<file path="config.mk">
export PLATFORM = sky130hd
export DESIGN_NAME = hazard_ctrl
export DESIGN_NICKNAME = d
export VERILOG_FILES = /design/src/rtl/hazard_ctrl.sv
export SDC_FILE = /design/constraint.sdc
export NUM_CORES = 1
export LEC_CHECK = 0
export BUFFER_PORTS_ARGS = -buffer_cell sky130_fd_sc_hd__buf_2
export CAP_MARGIN = 30
export CORE_ASPECT_RATIO = 2
export CORE_UTILIZATION = 30
export CTS_CLUSTER_SIZE = 8
export DETAILED_ROUTE_END_ITERATION = 8
export GPL_TIMING_DRIVEN = 0
export PLACE_DENSITY_LB_ADDON = 0.25
export SLEW_MARGIN = 30
export SYNTH_ARGS = -nofsm -noshare
export SYNTH_HDL_FRONTEND = slang
export SYNTH_SLANG_ARGS = --single-unit
</file>
<file path="constraint.sdc">
create_clock -name clk -period 4.8 [get_ports clk]
set_input_delay 0.96 -clock clk [delete_from_list [all_inputs] [get_ports clk]]
set_output_delay 0.96 -clock clk [all_outputs]
set_load 0.005 [all_outputs]
</file>
<file path="src/rtl/hazard_ctrl.sv">
// Hazard and stall controller for the 5-stage RV32 pipeline: load-use interlock,
// branch squash, memory freeze and multi-cycle mul/div occupancy, plus perf counters.
module hazard_ctrl #(
    parameter int MD_LAT = 4,
    parameter int CNT_W  = 32
) (
    input  logic             clk,
    input  logic             rst,
    input  logic [4:0]       rs1_d,
    input  logic [4:0]       rs2_d,
    input  logic             rs1_used,
    input  logic             rs2_used,
    input  logic [4:0]       rd_e,
    input  logic             mem_read_e,
    input  logic             branch_taken_e,
    input  logic             md_start_e,
    input  logic             mem_wait,
    output logic             pc_en,
    output logic             if_id_en,
    output logic             id_ex_en,
    output logic             ex_mem_en,
    output logic             mem_wb_en,
    output logic             if_id_flush,
    output logic             id_ex_flush,
    output logic             ex_mem_flush,
    output logic             md_busy,
    output logic [CNT_W-1:0] stall_cnt,
    output logic [CNT_W-1:0] flush_cnt
);

    typedef enum logic {IDLE, BUSY} md_state_t;

    // The first occupancy cycle is spent in IDLE, so BUSY counts down from MD_LAT-2.
    localparam logic [3:0] MD_INIT = (MD_LAT > 1) ? 4'(MD_LAT - 2) : 4'd0;

    md_state_t        state_q, state_d;
    logic [3:0]       md_cnt_q, md_cnt_d;
    logic [CNT_W-1:0] stall_cnt_q, stall_cnt_d;
    logic [CNT_W-1:0] flush_cnt_q, flush_cnt_d;

    logic load_use;
    logic md_stall;
    logic branch_apply;

    always_comb begin
        load_use = mem_read_e && (rd_e != 5'd0) &&
                   ((rs1_used && (rs1_d == rd_e)) || (rs2_used && (rs2_d == rd_e)));
        md_stall = 1'b0;
        if (MD_LAT > 1) begin
            md_stall = ((state_q == IDLE) && md_start_e) ||
                       ((state_q == BUSY) && (md_cnt_q != 4'd0));
        end
        branch_apply = rst && !mem_wait && !md_stall && branch_taken_e;
    end

    always_comb begin
        pc_en        = 1'b1;
        if_id_en     = 1'b1;
        id_ex_en     = 1'b1;
        ex_mem_en    = 1'b1;
        mem_wb_en    = 1'b1;
        if_id_flush  = 1'b0;
        id_ex_flush  = 1'b0;
        ex_mem_flush = 1'b0;
        if (!rst || mem_wait) begin
            pc_en     = 1'b0;
            if_id_en  = 1'b0;
            id_ex_en  = 1'b0;
            ex_mem_en = 1'b0;
            mem_wb_en = 1'b0;
        end else if (md_stall) begin
            pc_en        = 1'b0;
            if_id_en     = 1'b0;
            id_ex_en     = 1'b0;
            ex_mem_flush = 1'b1;
        end else if (branch_taken_e) begin
            if_id_flush = 1'b1;
            id_ex_flush = 1'b1;
        end else if (load_use) begin
            pc_en       = 1'b0;
            if_id_en    = 1'b0;
            id_ex_flush = 1'b1;
        end
    end

    // The FSM freezes along with the rest of the pipeline while memory is not ready.
    always_comb begin
        state_d     = state_q;
        md_cnt_d    = md_cnt_q;
        stall_cnt_d = stall_cnt_q;
        flush_cnt_d = flush_cnt_q;
        if (!pc_en) begin
            stall_cnt_d = stall_cnt_q + CNT_W'(1);
        end
        if (branch_apply) begin
            flush_cnt_d = flush_cnt_q + CNT_W'(1);
        end
        if (!mem_wait && (MD_LAT > 1)) begin
            case (state_q)
                IDLE: begin
                    if (md_start_e) begin
                        state_d  = BUSY;
                        md_cnt_d = MD_INIT;
                    end
                end
                BUSY: begin
                    if (md_cnt_q != 4'd0) begin
                        md_cnt_d = md_cnt_q - 4'd1;
                    end else begin
                        state_d = IDLE;
                    end
                end
                default: state_d = IDLE;
            endcase
        end
    end

    always_ff @(posedge clk or negedge rst) begin
        if (!rst) begin
            state_q     <= IDLE;
            md_cnt_q    <= 4'd0;
            stall_cnt_q <= '0;
            flush_cnt_q <= '0;
        end else begin
            state_q     <= state_d;
            md_cnt_q    <= md_cnt_d;
            stall_cnt_q <= stall_cnt_d;
            flush_cnt_q <= flush_cnt_d;
        end
    end

    assign md_busy   = (state_q == BUSY);
    assign stall_cnt = stall_cnt_q;
    assign flush_cnt = flush_cnt_q;

endmodule

</file>
==> results.json <==
{
  "worst_pin_slew_ns": 0.930,
  "antenna_found_initial": 0,
  "overflow": 0,
  "hold_buffers": 0,
  "clock.fmax_mhz": 242,
  "antenna_cells": 0,
  "clk_latency_ns": 0.32,
  "rows": 54,
  "wl_per_cell_um": 15.0,
  "clockBufferDepth": 2,
  "relSlewSlack_pct": 37.4,
  "yosysSeqAreaShare_pct": 51.6,
  "cp-start-kind": "primary input",
  "synthDistinctLibCells": 43,
  "crit_cells": 10,
  "drt-vias-per-instance": 4.80,
  "fin_tns_setup_ns": 0,
  "final_cell_mix": "97 x buf_2, 69 x dfrtp_1, 37 x xnor2_1",
  "fin_cells": 557,
  "rr_endpoint": "stall_cnt[22]$_DFFE_PN0N_",
  "ff2ff_setup_slack_ns": 2.22,
  "synth_ff_type": "dfrtp_1",
  "grt_usage_pct": 15.5,
  "worstPathArrival_ns": 3.17,
  "syn_area_um2": 3340,
  "synth.area.top_cells": "dfrtp_1 52%, xnor2_1 9.7%, xor2_1 9.2%",
  "cts_tree": "built",
  "syn_area_per_cell_um2": 10.9,
  "slowest_stage": "buf_4",
  "nNetsFinal": 440,
  "ant_nets": 0,
  "vias": 2671,
  "numClockSinks": 69,
  "setup_violations": 0,
  "die_w_um": 76.7,
  "drcViolationCount": 0,
  "netlist_instances": 307,
  "start_util_pct": 30.7,
  "grt_max_degree": 38,
  "dp_hpwl_mm": 6.38,
  "grt_pass1_vias": 2748,
  "synth_top_area_share_pct": 51.6,
  "layout_commonest_cell": "buf_2",
  "fp.dieH_um": 151,
  "synth_nets": 333,
  "die_area_um2": 11600,
  "synth_edf_count": 0,
  "cts_resized": 0,
  "r2r-start": "md_cnt_q[0]$_DFFE_PN0P_",
  "clk_pin_slew_ns": 0.05,
  "clockRootBuffer": "clkbuf_16",
  "io_pins": 96,
  "r2r_cells": 10,
  "core-area_um2": 10900,
  "grt_pass1_wl_mm": 13.7,
  "synth_top_area_cell": "dfrtp_1",
  "rsz0062_at_grt": "no",
  "cts_buffers": 9,
  "skew_ns": 0.00661,
  "post-route-period-util_pct": 86.0,
  "crit_end": "pc_en",
  "critPathKind": "primary input to output pin",
  "htree_num_levels": 3,
  "placedCellCount": 543,
  "cp.buffers_inverters": 7,
  "drt_iter0_drc": 69,
  "cpLargestDelayFamily": "buffers and inverters",
  "peakVddDrop_mv": 0.250,
  "power.leakage_uw": 0.00210,
  "place_congestion": 0.758,
  "yosys_warnings": 0,
  "status": "completed",
  "worstPathMaxFanout": 37,
  "required_ns": 3.84,
  "fin_crit_ns": 4.13,
  "ys_ff_latch": 69,
  "hp-class": "register to register",
  "synth-async-reset-ratio_pct": 100,
  "layout-drive-gt1-share_pct": 31.2,
  "dr.pass1.iters": 4,
  "area_growth_pct": 28.8,
  "drv_slew": 0,
  "slowest_delay_ns": 0.39,
  "wirelength_mm": 8.37,
  "cts_setup_buffers": 0,
  "crit_chain": "buf_4 > buf_12 > nor2b_1 > o21a_1 > buf_2 > o31a_1 > buf_2 > buf_4 > buf_4 > buf_2",
  "crit_start": "rst",
  "end_kind": "output pin",
  "power_density_nw_per_um2": 382,
  "maxCapViolCount": 0,
  "portBuffers": 95,
  "hold_viol_final": 0
}
how the worst min path moves through the flow:
stage | startpoint | end | cells past startpoint
global placement | flush_cnt[31]$_DFFE_PN0P_ | flush_cnt[31]$_DFFE_PN0P_ | 1
CTS | flush_cnt[31]$_DFFE_PN0P_ | flush_cnt[31]$_DFFE_PN0P_ | 1
finish | flush_cnt[31]$_DFFE_PN0P_ | flush_cnt[31]$_DFFE_PN0P_ | 1
detailed placement | flush_cnt[31]$_DFFE_PN0P_ | flush_cnt[31]$_DFFE_PN0P_ | 1
floorplan | flush_cnt[31]$_DFFE_PN0P_ | flush_cnt[31]$_DFFE_PN0P_ | 1
global route | flush_cnt[31]$_DFFE_PN0P_ | flush_cnt[31]$_DFFE_PN0P_ | 1
layer usage:
layer / track usage, % / wire (um) / share of wire [%] / up-vias
met4: 7.79 / 219 / 2.6 / 0
met2: 29.6 / 4700 / 56 / 74
met1: 15.2 / 3060 / 37 / 1308
met3: 4.04 / 385 / 4.6 / 15
li1: - / - / - / 1274
met5: 0 / 0 / 0 / -
stage by stage:
stage | util (%) | power [uW] | hold slack, ns | worst slack (ns) | area (um2)
3_5_place_dp | 37.0 | 1030 | 0.452 | 0.604 | 4020
2_1_floorplan | - | 888 | 0.465 | 1.54 | 3340
6_report | 39.6 | 1640 | 0.455 | 0.674 | 4310
3_3_place_gp | 36.7 | 1020 | 0.451 | 0.0274 | 4000
4_1_cts | 39.6 | 1670 | 0.463 | 0.599 | 4310
5_1_grt | 39.6 | 1730 | 0.471 | 0.422 | 4310
logic make-up (layout without fill, tap and decap cells):
| kind of cell | Yosys count | after routing | synth area share, % |
|---|---|---|---|
| mux | 3 | 3 | 0.973 |
| fa+ha+maj | 3 | 3 | 1.12 |
| flops | 69 | 69 | 51.6 |
| compound gates | 12 | 12 | 2.39 |
| simple gates | 130 | 130 | 22.3 |
| xor+xnor | 72 | 72 | 18.9 |
| buf+inv | 18 | 128 | 2.69 |
cells in the mapped netlist (all sizes together) (2+ instances only):
cell type  count
ha             3
nand2b         2
dfrtp         69
or2            2
o21ai          5
nor4           6
buf            7
nor2          14
nor4b          2
inv            8
and4           4
and3           9
nor3          16
nor3b          5
xnor2         37
or4            2
nand3         23
nand2         22
mux2           2
nand4         15
o21a           2
and2           3
xor2          35
clkbuf         3
layout make-up:
class | count | area, um2
Fill cell | 1097 | 6570
Sequential cell | 69 | 1730
Multi-Input combinational cell | 220 | 1530
Timing Repair Buffer | 96 | 498
Clock buffer | 13 | 280
Tap cell | 140 | 175
Buffer | 10 | 60.1
Inverter | 8 | 30.0
Clock inverter | 1 | 5.00
flip-flops by register name, indices dropped and copies added (netlist names):
signal     flops
stall_cnt     32
md_cnt_q       4
md_busy        1
flush_cnt     32
power by group:
group	switching (uW)	leakage, uW	total [uW]	internal (uW)
registers	84.5	0.000884	734	650
logic	145	0.00107	283	138
clock network	228	0.000144	627	399
total	458	0.00210	1640	1190
worst register-to-register path: cells and delay by family (launching register included):
kind	cells	cell delay, ns
simple gates	3	0.58
xor+xnor	1	0.16
compound gates	2	0.51
buf+inv	3	0.64
flops	1	0.35
fa+ha+maj	1	0.22
Note: power is estimated with default switching activity, not from simulation.
